--- src/rtl/cpp_internal_bool_to_double_convert.sv ---
`default_nettype none
// ============================================================================
// Module   : cpp_internal_bool_to_double_convert
// Brief    : Ramps a boolean level into an IEEE-754 double, one step per
//            update_in edge, over 2^RAMP_LOG2 steps between 0.0 and 1.0.
// Revision : 1.0 - initial release
// ============================================================================
module cpp_internal_bool_to_double_convert #(
  parameter int RAMP_LOG2 = 2
) (
  input  logic        clk,
  input  logic        reset,
  input  logic        in,
  input  logic        update_in,
  output logic [63:0] out,
  output logic        update_out,
  output logic        busy
);

  localparam int KW = RAMP_LOG2 + 1;
  localparam logic [KW-1:0] K_MAX = KW'(1) << RAMP_LOG2;

  typedef enum logic [1:0] {
    ST_LOW     = 2'd0,
    ST_RISING  = 2'd1,
    ST_HIGH    = 2'd2,
    ST_FALLING = 2'd3
  } state_t;

  state_t          state_q, state_d;
  logic [KW-1:0]   k_q, k_d;
  logic [63:0]     out_q, out_d;
  logic            busy_q, busy_d;
  logic            update_in_q, update_in_d;
  logic            upd_event;

  // k/2^RAMP_LOG2 is a dyadic fraction, so the double is exact: the leading
  // one becomes the hidden bit and the remaining bits of k fill the mantissa.
  function automatic logic [63:0] encode(input logic [KW-1:0] k);
    logic [63:0] kx;
    logic [51:0] mant;
    logic [10:0] expo;
    int          p;
    p = 0;
    for (int i = 0; i < KW; i++) begin
      if (k[i]) p = i;
    end
    kx   = 64'(k);
    mant = 52'(kx << (52 - p));
    expo = 11'(1023 + p - RAMP_LOG2);
    encode = (k == '0) ? 64'h0 : {1'b0, expo, mant};
  endfunction

  always_comb begin
    k_d         = k_q;
    state_d     = state_q;
    update_in_d = update_in;
    upd_event   = update_in ^ update_in_q;
    if (upd_event) begin
      if (in && (k_q != K_MAX)) begin
        k_d     = k_q + 1'b1;
        state_d = (k_d == K_MAX) ? ST_HIGH : ST_RISING;
      end else if (!in && (k_q != '0)) begin
        k_d     = k_q - 1'b1;
        state_d = (k_d == '0) ? ST_LOW : ST_FALLING;
      end
    end
    out_d  = encode(k_d);
    busy_d = (k_d != '0) && (k_d != K_MAX);
  end

  always_ff @(posedge clk or posedge reset) begin
    if (reset) begin
      state_q     <= ST_LOW;
      k_q         <= '0;
      out_q       <= 64'h0;
      busy_q      <= 1'b0;
      update_in_q <= 1'b0;
    end else begin
      state_q     <= state_d;
      k_q         <= k_d;
      out_q       <= out_d;
      busy_q      <= busy_d;
      update_in_q <= update_in_d;
    end
  end

  assign out        = out_q;
  assign busy       = busy_q;
  assign update_out = update_in_q;

endmodule
`default_nettype wire

--- config.mk ---
export PLATFORM = sky130hd
export DESIGN_NAME = cpp_internal_bool_to_double_convert
export DESIGN_NICKNAME = d
export VERILOG_FILES = /design/src/rtl/cpp_internal_bool_to_double_convert.sv
export SDC_FILE = /design/constraint.sdc
export NUM_CORES = 1
export LEC_CHECK = 0
export BUFFER_PORTS_ARGS = -buffer_cell sky130_fd_sc_hd__buf_2
export CAP_MARGIN = 40
export CELL_PAD_IN_SITES_DETAIL_PLACEMENT = 2
export CELL_PAD_IN_SITES_GLOBAL_PLACEMENT = 2
export CORE_ASPECT_RATIO = 0.9
export CORE_MARGIN = 8
export CORE_UTILIZATION = 20
export CTS_BUF_LIST = sky130_fd_sc_hd__clkbuf_8
export DETAILED_ROUTE_END_ITERATION = 6
export GPL_TIMING_DRIVEN = 0
export PLACE_DENSITY_LB_ADDON = 0.1
export SYNTH_ARGS = -nofsm -noshare
export SYNTH_HDL_FRONTEND = slang
export SYNTH_SLANG_ARGS = --single-unit
--- constraint.sdc ---
create_clock -name clk -period 1.84 [get_ports clk]
set_clock_uncertainty 0.15 [all_clocks]
set_input_delay 0.092 -clock clk [delete_from_list [all_inputs] [get_ports clk]]
set_output_delay 0.092 -clock clk [all_outputs]
set_load 0.01 [all_outputs]
# After elaboration in Yosys (flattened, before gate mapping)
# Index checks and enable logic that the tools add are counted.
dict set report totals {
  inputBits 4
  word_cells 26
  reg_bits 68
}
dict set report op_classes {
  addsub 5
  shifts 1
  n_eq_ne 2
  n_reduce_logical 7
  n_mux 6
  bitwise_logic 1
}
# cell n
set op_table {}
lappend op_table {{63-bit two-way mux} 1}
lappend op_table {{3-bit by 32-bit left shift with 52-bit output} 1}
lappend op_table {{7-bit by 32-bit subtractor with 32-bit output (first input constant)} 1}
lappend op_table {{11-bit adder (first input constant)} 1}
lappend op_table {{11-bit by 3-bit subtractor with 11-bit output (second input constant)} 1}
lappend op_table {{3-bit two-way mux} 3}
lappend op_table {{3-bit != test (second input constant)} 2}
lappend op_table {{3-bit nonzero test} 2}
lappend op_table {{3-bit by 1-bit adder with 3-bit output (second input constant)} 1}
lappend op_table {{1-bit logical AND} 3}
lappend op_table {{3-bit logical NOT} 1}
lappend op_table {{3-bit by 1-bit subtractor with 3-bit output (second input constant)} 1}
lappend op_table {{2-bit two-way mux} 1}
lappend op_table {{1-bit logical NOT} 1}
lappend op_table {{1-bit two-way mux} 1}
lappend op_table {{1-bit bitwise XOR} 1}

# Depth between registers and ports, before layout
# Gate-level depths: netlist of the first run.
dict set report logic_depth {
  ltp_word 10
  mapped_depth 7
}

# Least setup slack after synthesis of the first run
# Ideal clock, no wire load.
dict set report synth_path {
  path_kind {register to register}
  from {reg k_q[1]}
  to {reg out_q[61] (netlist: out[61])}
  synth_period_minus_slack_ns 1.889
  t_arrival_ns 1.599
  setup_time_ns 0.140
  path_buffers 0
  path_stages_with_launch 8
  path_slack_ns -0.049
  path_cell_list {dfrtp_1 -> inv_1 -> ha_1 -> nor2_1 -> a311oi_1 -> o22ai_2 -> nor4_1 -> o31ai_1}
}
dict set report synth_between {
  elab_chain_cells 10
  word_cells_on_any_way 15
}
# item line_no
set synth_lines {}
lappend synth_lines {{start, declared} 31} ;# logic [KW-1:0] k_q, k_d;
lappend synth_lines {{start signal, assigned} 81} ;# k_q <= k_d;
lappend synth_lines {{parallel branches: the longest is 4 deep, another holds 3-bit by 1-bit subtractor with 3-bit output} n/a}
lappend synth_lines {{3-bit two-way mux *} 59} ;# if (upd_event) begin
lappend synth_lines {{1-bit two-way mux} 46} ;# if (k[i]) p = i;
lappend synth_lines {{2-bit two-way mux} 46}
lappend synth_lines {{11-bit adder} 50} ;# expo = 11'(1023 + p - RAMP_LOG2);
lappend synth_lines {{11-bit by 3-bit subtractor with 11-bit output} 50}
lappend synth_lines {{63-bit two-way mux *} 51} ;# encode = (k == '0) ? 64'h0 : {1'b0, expo, mant};
lappend synth_lines {{end signal, assigned} 82} ;# out_q <= out_d;
lappend synth_lines {{end, declared} 32} ;# logic [63:0] out_q, out_d;
# Mark *: on every way between the ends.

# Worst setup path after layout of the first run
dict set report layout_path {
  from {reg k_q[0]}
  to {reg out_q[61] (netlist: out[61])}
}
# The elaborated chain is that of the path after synthesis.

==> results of run 1 <==
routing by layer:
layer	part of all wire [%]	track usage (%)	routed length [µm]
met1	36	6.305	1090
met2	53	13.57	1606
met3	11	4.902	335
met4	0.23	0.8772	7
met5	0	0	0
how the worst max path moves through the flow:
stage,slack [ps],cells past startpoint,endpoint
2_1_floorplan,20,7,out[61]$_DFF_PP0_
3_3_place_gp,-180,7,out[61]$_DFF_PP0_
3_5_place_dp,-250,7,out[61]$_DFF_PP0_
4_1_cts,8,7,out[61]$_DFF_PP0_
5_1_grt,-110,5,out[52]$_DFF_PP0_
6_report,-8,8,out[61]$_DFF_PP0_
area by class of cell:
type,count,area [µm²]
tap,67,83.83
timing repair buffer,30,183.9
sequential,13,326.6
fill,606,3487
buffer,57,425.4
clock inverter,1,3.754
inverter,6,22.52
multi-input combinational,89,586.8
clock buffer,3,41.29
worst min-delay path, delay by kind of cell:
family,cells,cell delay [ps]
AND/OR/NAND/NOR,2,140
XOR/XNOR,1,210
buffers and inverters,1,140
what timing repair did:
item / in CTS / in global routing
resized for setup: 9 / 18
buffers inserted: 4 / 5
pin swaps: 5 / 9
endpoints found under the hold margin: 14 / 0
hold buffers: 2 / 0
endpoints found under the setup margin: 8 / 7
cell usage after synthesis (all sizes together):
cell type   n  area [µm²]
buf        57       425.4
dfrtp      13       325.3
nor2        8       30.03
inv         6       22.52
xnor2       4       42.55
ha          3       37.54
nand2       2       7.510
nor3        2       10.01
o211ai      2       20.02
a211oi      1       7.510
a21boi      1       7.510
a21oi       1       8.760
a311oi      1       8.760
a31oi       1       6.260
a32o        1       11.26
and3        1       6.260
conb        1       3.750
nand2b      1       6.260
nand3       1       5.000
nor2b       1       6.260
nor4        1       6.260
o21ai       1       5.000
o21bai      1       7.510
o22ai       1       12.51
o31ai       1       7.510
xor2        1       8.760
metrics by stage:
step / setup slack [ps] / util [%] / hold slack, ps / instance area, µm²
finish: -8.285 / 32.44 / 220.5 / 1674
global route: -109.1 / 32.44 / 266.5 / 1674
CTS: 8.467 / 30.04 / 239.2 / 1550
detailed placement: -247.5 / 27.66 / -0.4465 / 1428
global placement: -176.9 / 27.66 / -19.29 / 1428
floorplan: 18.29 / - / -181.0 / 1244
state kept, by name, summed over array words and instances (netlist names):
register	flops
update_out	1
k_q	3
out	8
busy	1
cell families (layout without fill, tap and decap cells):
kind of cell,count (synthesis),after routing
AND/OR/NAND/NOR,17,17
XOR/XNOR,5,5
adder cells (fa/ha/maj),3,3
AO/OA/AOI/OAI,12,12
other,1,52
flip-flops,13,13
buffers and inverters,63,97
power by group:
part	switching [mW]	internal [mW]
Combinational	0.734	0.689
Sequential	0.0475	0.380
Clock	0.106	0.148
Total	0.888	1.22
==> impl_summary.md, run 1 <==
Timing
For the final routed database, the setup TNS stands at -19.50 ps. The transition time of the tightest slew-check pin is 521.0 ps. The smallest setup slack after layout is -8.285 ps.

The total count of max-transition violations in the final report is 0. The routed design could run at a clock period as short as 1848 ps. The number of hold-slack violations in the final timing report was 0. Headroom to the max-slew limit came out at 65.15%. Setup repair after global routing could not meet its margin everywhere.

The final critical-path share of the clock period is 100.5%. The total of endpoints with negative setup slack in the final report is 3. For this run, the top clock speed supported by timing is 0.5410 GHz.

Route
After the first detailed-routing iteration, the DRC count stood at 22. The final layout contains routed wiring with a total length of 3.040 mm. The residual antenna-violating net count after detailed routing is 0. The average detailed-routed wire length per instance is 11.43 µm.

The first-pass iteration count of the detailed router is 3. The post-detailed-route DRC marker count is 0. The count of vias placed by the detailed router is 878. The routed via count divided by cell count is 3.301.

Flow run
Max-cap violations in this run came to 0.

Power
The total power density per cell area is 1257 nW/µm². The peak supply drop is 336.0 µV. The analysis attributes to cell leakage a power of 0.9006 nW. The power consumption is 2.105 mW.

Run status
The flow ran to the end, but the final reports show violations. The final reports fail on setup timing.

Worst setup path
The worst register-to-register path begins at k_q[0]$_DFF_PP0_. The launch point of the critical path is k_q[0]$_DFF_PP0_. The number of cell instances on the worst register-to-register path is 8. The critical path goes through inv_2 > ha_4 > nor2_2 > a311oi_2 > o22ai_2 > buf_4 > nor2_1 > o31ai_2. The buffering stage count on the worst path with inverters included is 2. The critical path capture point type is a flop.

The critical path is of the flop to flop type. For the worst setup path, the data required time is 1800 ps. The maximum fanout encountered on the critical timing path is 3.

The arrival time reported for the critical path endpoint is 1810 ps. For this run, the slowest stage of the critical path takes 370 ps. The family with the most delay on the worst path is compound AO/OA/AOI/OAI gates. The worst reg2reg path endpoint is out[61]$_DFF_PP0_. For flop-to-flop paths, the worst setup slack is -8 ps. The cell type of the slowest stage on the worst timing path is sky130_fd_sc_hd__dfrtp_1.

STA classifies the critical path startpoint as a flop.

Synth
The combinational family with the most area after synthesis is buffers and inverters. After synthesis, the netlist uses 30 different library cells. The total number of yosys warnings is 0. The cell count after synthesis came out at 114. The portion of netlist area occupied by mux cells is 0%. For this run, the register share of the synthesized area comes to 31.10%.

The register bit count reported by yosys is 13. Summing the areas of all compound-gate instances in the mapped netlist gives 9.809% of the synthesized area. In this run the mean area of a mapped cell was 9.175 µm².

The cell area that synthesis handed to floorplanning was 1046 µm². The fraction of the mapped netlist area in adder cells is 3.589%. Of the total synthesized cell area, the portion taken by XOR and XNOR cells is 4.904%. The simple-gate area share of the yosys netlist is 7.416%.

Finish
Excluding fillers, the count of instances in the completed layout stands at 266. The count of inserted antenna diode cells is 0. Leaving out fill and tap cells, the most frequent cells in the layout are 63 x sky130_fd_sc_hd__buf_4, 52 x sky130_fd_sc_hd__conb_1, 21 x sky130_fd_sc_hd__buf_2. The commonest non-fill, non-tap cell in the layout is sky130_fd_sc_hd__buf_4. Of the cells placed in the final design, the portion with a size suffix greater than 1 is 57.29%. The final layout contains 207 nets. The relative area change from synthesis to final layout is 60.05%.

Clock network
The root buffer cell chosen for the clock tree is sky130_fd_sc_hd__clkbuf_8. The H-tree level count is 1. TritonCTS built the clock tree. Buffers inserted during clock tree synthesis total 3. Clock-pin slew was measured on the worst setup and hold paths at 60 ps.

At the later pin of the worst-skew pair, clock insertion delay measures 250 ps. The clock sink total is 13. The clock passes through at most 2 buffers.

Global routing
The overall routing resource usage is 7.224%. The first global-routing pass estimated 4.526 mm of wire. The via count of the first global-routing pass is 956.

Entering global routing, the biggest net connects 14 pins. Summed over all layers, the global routing overflow is 0. The number of antenna violations at the first check in global routing is 0.

Die
In this run the core area contains 25 standard-cell rows. The area enclosed by the die boundary is 7803 µm². The number of top-level pins is 70.

In this run the vertical extent of the chip is 84.61 µm. In this run the standard cell core region covers 5161 µm². The effective utilization at floorplan is 20.27%. The die is 92.23 µm wide.

Placement
Once detailed placement completed, the half-perimeter wirelength came to 2.365 mm. Routability-driven placement finished with a final weighted congestion of 0.7171. Counting tap cells, the placed design contains a total of 252 instances. Input and output buffers added on the ports amount to 20.

Hold path
The worst hold path begins at update_in. The end of the worst hold path is k_q[1]$_DFF_PP0_. In this run the worst hold path is classified as input pin to flop. The depth of the worst hold-timing path is 4.
No activity file was read; power rests on OpenSTA's default activity.
==> run 2, diff against run 1 <==
--- a/config.mk
+++ b/config.mk
@@ -5,7 +5,7 @@
 export SDC_FILE = /design/constraint.sdc
 export NUM_CORES = 1
 export LEC_CHECK = 0
-export BUFFER_PORTS_ARGS = -buffer_cell sky130_fd_sc_hd__buf_2
+export BUFFER_PORTS_ARGS = -buffer_cell sky130_fd_sc_hd__buf_4
 export CAP_MARGIN = 40
 export CELL_PAD_IN_SITES_DETAIL_PLACEMENT = 2
 export CELL_PAD_IN_SITES_GLOBAL_PLACEMENT = 2
==> run 2 against run 1 <==
Net effect: the flow still finishes with violations (setup timing); flip-flop and latch count did not move; global-route usage rose by 0.15 points; combinational power fell by 8%; setup slack improved by 1.3 ps; maximum frequency barely moved; cell area fell by 1.3%; critical path type unchanged; largest cell class unchanged.
==> impl_summary.md, run 2 (same netlist as run 1, synthesis figures left out) <==
Power
The proportion of power drawn by combinational gates is 66.1% (-1.5 points). The internal power of the cells is 1.183 mW (-2.8%). The power share of the clock group is 12.2% (about the same). The leakage power is 0.9055 nW (+0.55%). The part of the power in registers came to 21.7% (+1.4 points). The switching power is 800.3 µW (-9.9%). The power consumption is 1.984 mW (-5.8%). The total power density per cell area is 1201 nW/µm² (-4.5%). The switching share of power is 40.34% (-1.8 points). The peak supply drop is 385.8 µV (+15%).

Finish
The number of flip-flops under the largest register name was 8 (unchanged). The net total in the final layout is 203 (-1.9%). The count of inserted antenna diode cells is 0 (unchanged).

Leaving out fill and tap cells, the most frequent cell in the layout is sky130_fd_sc_hd__buf_4. The combined area of the multi-input logic cells is 544.3 µm² (-7.2%). The combined flip-flop and latch cell area is 326.6 µm² (unchanged). The number of fill cells in the layout is 595 (-1.8%). From synthesis to final layout, the design area changed by 57.89%. The library cells used most frequently in the layout, excluding fill and tap cells, are 79 x sky130_fd_sc_hd__buf_4, 52 x sky130_fd_sc_hd__conb_1, 12 x sky130_fd_sc_hd__dfrtp_1. The fraction of layout cells with a size suffix above 1 is 54.36% (-2.9 points).

Placement
The count of input and output buffers was 20 (unchanged). The routability congestion estimate came to 0.7197 (+0.36%). The placed wire-length estimate is 2.372 mm (+0.32%).

Global routing
The via count of the first global-routing pass was 950 (-0.63%). The overall routing resource usage is 7.371% (+0.15 points). The largest net degree at the start of global routing was 14 (unchanged). The total overflow reported by the global router came to 0 (unchanged). The number of antenna violations at the first check in global routing is 0 (unchanged). The wire length of the first global-routing pass is 4.643 mm (+2.6%).

Route
The residual antenna-violating net count after detailed routing is 0 (unchanged). The first-pass iteration count of the detailed router is 3 (unchanged). The total wire length after detailed routing was 2.800 mm (-7.9%).

The routed via count divided by cell count is 3.282 (-0.55%). The average detailed-routed wire length per instance is 10.69 µm (-6.5%). The post-detailed-route DRC marker count was 0 (unchanged). The count of vias placed by the detailed router came to 860 (-2.1%). The count of routing violations after the opening detailed-route iteration is 13 (-41%).

Timing
The total count of max-transition violations in the final report is 0 (unchanged). The smallest setup slack after layout is -6.948 ps (+1.337 ps). The total of endpoints with negative setup slack in the final report is 1 (-2). The transition time of the tightest slew-check pin is 510.4 ps (-10.59 ps). The number of hold-slack violations in the final timing report was 0 (unchanged).

The worst slew margin relative to its limit is 65.93% (+0.79 points). The achievable frequency came to 0.5414 GHz (about the same). The worst hold margin is 227.2 ps (+6.715 ps). The final critical-path share of the clock period is 100.4% (about the same). Setup repair after global routing could not meet its margin everywhere. The post-layout minimum cycle time was 1847 ps (-1.337 ps).

Worst setup path
The worst setup path is captured at a flop. The number of cell instances on the worst register-to-register path is 8 (unchanged). The worst register-to-register path begins at k_q[1]$_DFF_PP0_.

The largest stage delay on the critical path came to 370 ps (about the same). STA classifies the critical path startpoint as a flop. The arrival time reported for the critical path endpoint is 1870 ps (+60 ps).

The maximum fanout encountered on the critical timing path came to 3 (unchanged). The setup slack of the most critical reg-to-reg path is -7 ps (about the same). The required time at the endpoint of the critical path is 1870 ps (+70 ps). The endpoint identified for the worst register-to-register timing path is out[52]$_DFF_PP0_.

The type of the worst setup path is flop to flop. The cell type of the slowest stage on the worst timing path is sky130_fd_sc_hd__dfrtp_2. The critical path goes through inv_2 > ha_4 > nor2_2 > a311oi_2 > o22ai_2 > buf_6 > o211ai_2 > and3_4.

Clock network
The TritonCTS clock tree is done. The H-tree level count was 1 (unchanged). CTS placed an instance of sky130_fd_sc_hd__clkbuf_8 at the clock tree root.

The clock sink total is 13 (unchanged). The number of buffers created by CTS is 3 (unchanged). The clock insertion delay at the later pin of the skew report came to 240 ps (about the same). The clock tree buffer depth came to 2 (unchanged). The clock transition time at the flip-flop clock pins of the worst setup and hold paths came to 50 ps (about the same).

Run status
The run finished, with violations left. The checks that failed: setup timing.

Flow run
The max-capacitance violation count is 0 (unchanged).

Die
The overall die width is 92.23 µm (unchanged). The number of placement rows is 25 (unchanged). The effective utilization at floorplan is 20.27% (unchanged).

The area enclosed by the die boundary is 7803 µm² (unchanged). The area of the core region was 5161 µm² (unchanged). The vertical die dimension is 84.61 µm (unchanged). The number of top-level pins is 70 (unchanged).

Hold path
The end of the worst hold path is k_q[1]$_DFF_PP0_. The worst hold path begins at update_in. The depth of the worst hold-timing path is 4 (unchanged).

The worst hold path belongs to the class input pin to flop.
==> run 2: changes by cell type in the layout (fill, tap and decap cells not counted), moves of 2 or more <==
cell                     before  now
sky130_fd_sc_hd__ha_1         0    2
sky130_fd_sc_hd__nor2_4       2    0
sky130_fd_sc_hd__buf_2       21    1
sky130_fd_sc_hd__buf_4       63   79
==> run 2: power groups by stage <==
| stage | sequential [mW] | combinational [mW] | clock (mW) |
|---|---|---|---|
| floorplan | 0.469 | 0.668 | 0 |
| global placement | 0.453 | 0.984 | 0 |
| detailed placement | 0.457 | 1.01 | 0 |
| CTS | 0.434 | 1.18 | 0.256 |
| global route | 0.443 | 1.44 | 0.277 |
| finish | 0.431 | 1.31 | 0.242 |
==> run 2: worst max-delay path, delay by kind of cell (launching register included) <==
family                     cells  cell delay [ps]
AOI/OAI and AO/OA              3              550
adders and majority gates      1              280
buffers and inverters          2              210
DFF                            1              370
and+or+nand+nor                2              230
==> run 2: through the flow <==
stage               util, %  area [µm²]  setup TNS (ps)  setup WS [ps]  std cells
detailed placement    28.63        1478           -1792         -355.5        252
CTS                   30.91        1595               0          5.231        262
finish                32.00        1652          -6.948         -6.948        262
global placement      28.63        1478          -818.6         -175.1        252
global route          32.00        1652          -423.7         -92.69        262
floorplan                 -        1244               0          18.29        165
==> run 2: layout make-up <==
class	count	area share (%)
multi-input cells	89	32.95
plain buffers	57	25.76
flip-flops and latches	13	19.77
repair buffers	26	12.35
well taps	67	5.076
clock buffers	3	2.500
inverters	6	1.364
clock inverters	1	0.2273
==> run 2: repair_timing <==
action,in CTS,in global routing
pin swaps,5,4
buffers inserted,4,0
endpoints found under the setup margin,8,7
hold buffers,2,0
endpoints found under the hold margin,14,0
resized for setup,8,11
cloned,0,0
==> run 2: worst max-delay path by stage <==
stage / from / to / slack [ps] / depth (start not counted)
6_report: k_q[1]$_DFF_PP0_ / out[52]$_DFF_PP0_ / -7 / 8
5_1_grt: k_q[0]$_DFF_PP0_ / out[52]$_DFF_PP0_ / -90 / 8
4_1_cts: k_q[0]$_DFF_PP0_ / out[61]$_DFF_PP0_ / 5 / 7
3_5_place_dp: k_q[1]$_DFF_PP0_ / out[61]$_DFF_PP0_ / -360 / 7
3_3_place_gp: k_q[1]$_DFF_PP0_ / out[61]$_DFF_PP0_ / -180 / 7
2_1_floorplan: k_q[1]$_DFF_PP0_ / out[61]$_DFF_PP0_ / 20 / 7
==> run 2: layer usage <==
layer,track usage (%),up-vias,wire (µm)
met4,0.8772,0,0
met3,4.991,0,308
li1,-,417,-
met1,7.180,400,1022
met2,12.92,43,1469
met5,0,-,0
==> run 3, diff against run 2 <==
--- a/config.mk
+++ b/config.mk
@@ -16,6 +16,7 @@
 export DETAILED_ROUTE_END_ITERATION = 6
 export GPL_TIMING_DRIVEN = 0
 export PLACE_DENSITY_LB_ADDON = 0.1
+export REMOVE_ABC_BUFFERS = 1
 export SYNTH_ARGS = -nofsm -noshare
 export SYNTH_HDL_FRONTEND = slang
 export SYNTH_SLANG_ARGS = --single-unit
==> run 3 against run 2 <==
Net effect: the run now ends clean; final cell count is 21% lower; power shrank 11%; setup slack better by 36 ps; first-iteration DRC count is 46% higher; combinational power fell by 18%; die area is the same; global-route usage decreased by 1.3 points; critical path type unchanged; largest cell class is now multi-input gates.
==> impl_summary.md, run 3 (same netlist as run 1, synthesis figures left out) <==
Placement
The setup slack after placement is -378.4 ps (-22.92 ps). The routability congestion estimate was 0.6847 (-4.9%). The count of input and output buffers came to 20 (unchanged). The placed wire-length estimate came to 1.944 mm (-18%).

Timing
The post-layout minimum cycle time is 1811 ps (-36.35 ps). The total of endpoints with negative setup slack in the final report came to 0 (-1). The smallest setup slack after layout is 29.40 ps (+36.35 ps). Setup repair after global routing could not meet its margin everywhere. The final critical-path share of the clock period was 98.40% (-2.0 points). The total count of max-transition violations in the final report is 0 (unchanged). The number of hold-slack violations in the final timing report was 0 (unchanged). The achievable frequency is 0.5523 GHz (+2.0%).

Finish
The area growth from synthesis to layout is 16.51%. In the layout the commonest cells are 52 x sky130_fd_sc_hd__conb_1, 25 x sky130_fd_sc_hd__buf_4, 12 x sky130_fd_sc_hd__dfrtp_1. The combined flip-flop and latch cell area is 326.6 µm² (unchanged). The combined area of the multi-input logic cells is 533.0 µm² (-2.1%). The count of inserted antenna diode cells is 0 (unchanged). The library cell used most frequently in the layout, excluding fill and tap cells, is sky130_fd_sc_hd__conb_1. The fraction of layout cells with a size suffix above 1 is 35.25% (-19 points). The net total in the final layout is 147 (-28%). The number of fill cells in the layout is 611 (+2.7%). The number of flip-flops under the largest register name was 8 (unchanged).

Global routing
The wire length of the first global-routing pass is 3.829 mm (-18%). The number of antenna violations at the first check in global routing is 0 (unchanged). The overall routing resource usage is 6.062% (-1.3 points). The via count of the first global-routing pass is 787 (-17%).

The largest net degree at the start of global routing is 14 (unchanged). The total overflow reported by the global router is 0 (unchanged).

Power
The power consumption came to 1.773 mW (-11%). The peak supply drop is 316.2 µV (-18%). The leakage power is 0.6091 nW (-33%).

The total power density per cell area was 1455 nW/µm² (+21%).

Worst setup path
The critical path is of the flop to flop type. The arrival time reported for the critical path endpoint is 1840 ps (-30 ps). The worst setup path is captured at a flop. The launch point of the critical path is k_q[1]$_DFF_PP0_.

In this run the critical register-to-register path is launched from k_q[1]$_DFF_PP0_. Traced cell by cell, the critical path runs through inv_2 > ha_4 > nor2_2 > a311oi_2 > o22ai_2 > buf_4 > o211ai_2 > and3_4. The startpoint class of the critical path is a flop. The required time at the endpoint of the critical path was 1870 ps (about the same). The cell type of the slowest stage on the worst timing path is sky130_fd_sc_hd__dfrtp_2. The maximum fanout encountered on the critical timing path is 4 (+1). The largest stage delay on the critical path is 380 ps (about the same).

Route
The post-detailed-route DRC marker count was 0 (unchanged). The total wire length after detailed routing is 2.389 mm (-15%). The count of vias placed by the detailed router came to 680 (-21%).

The routed via count divided by cell count is 3.301 (+0.56%). The count of routing violations after the opening detailed-route iteration is 19 (+6). The residual antenna-violating net count after detailed routing is 0 (unchanged). The average detailed-routed wire length per instance is 11.60 µm (+8.5%). The first-pass iteration count of the detailed router came to 3 (unchanged).

Run status
The flow ran to the end, and the final reports show no timing, DRC or antenna violations.

Die
The vertical die dimension is 84.61 µm (unchanged). The effective utilization at floorplan is 20.27% (unchanged). The overall die width was 92.23 µm (unchanged). The number of placement rows is 25 (unchanged).

The number of top-level pins is 70 (unchanged). The area of the core region is 5161 µm² (unchanged). The area enclosed by the die boundary is 7803 µm² (unchanged).

Clock network
TritonCTS built the clock tree. The number of buffers created by CTS is 3 (unchanged). The clock tree buffer depth is 2 (unchanged). The H-tree level count came to 1 (unchanged). The clock sink total is 13 (unchanged). The clock transition time at the flip-flop clock pins of the worst setup and hold paths is 50 ps (about the same). In this run the clock root is driven by a sky130_fd_sc_hd__clkbuf_8.

The clock insertion delay at the later pin of the skew report is 240 ps (about the same).

Flow run
The max-capacitance violation count is 0 (unchanged).

Hold path
The type of the worst min-delay path is input pin to async pin.
## run 3: what timing repair did
item                                    CTS  global route
gates resized for setup                  10             7
endpoints found under the setup margin    8             6
setup buffers                             4             1
endpoints found under the hold margin    14             0
pin swaps                                 5             5
hold buffers                              2             0
gates cloned                              0             0
## run 3: path summary, 6_finish.rpt
kind	to	slack (ps)	depth (start not counted)
max in group asynchronous	k_q[1]$_DFF_PP0_	900	3
worst min-delay path	out[49]$_DFF_PP0_	280	3
min in group clk	k_q[1]$_DFF_PP0_	320	5
worst min register to register	k_q[0]$_DFF_PP0_	610	3
worst max register to register	out[52]$_DFF_PP0_	30	8
worst max-delay path	out[52]$_DFF_PP0_	30	8
## run 3: worst max-delay path: cells and delay by family, from the launching register on
family | cells | cell delay, ps
AO/OA/AOI/OAI | 3 | 490
flip-flops | 1 | 380
adder cells (fa/ha/maj) | 1 | 290
AND/OR/NAND/NOR | 2 | 230
buffers and inverters | 2 | 210
## run 3: power by group
group	internal, mW	total (mW)	switching [mW]
clock network	0.147	0.243	0.0958
registers	0.381	0.462	0.0805
logic	0.509	1.07	0.560
total	1.04	1.77	0.736
## run 3: layer usage
layer	GRT usage (%)	vias up	part of all wire (%)
met5	0	-	0
met4	2.193	0	1.1
met3	3.387	2	11
met2	9.935	50	48
met1	6.353	323	40
li1	-	305	-
## run 3: metrics by stage
step	area, µm²	std cells	hold slack, ps	util (%)	setup TNS, ps
after floorplan	812.0	108	-181.0	-	-63.72
after global placement	1046	195	4.115	20.27	-1369
after detailed placement	1046	195	3.022	20.27	-1755
after CTS	1177	205	303.0	22.81	0
after global routing	1219	206	329.1	23.61	-204.4
final	1219	206	283.8	23.61	0
## run 3: layout make-up
type / instances / area share, %
sequential: 13 / 26.80
inverter: 6 / 1.848
clock buffer: 3 / 3.388
tap: 67 / 6.879
timing repair buffer: 27 / 17.04
clock inverter: 1 / 0.3080
multi-input combinational: 89 / 43.74
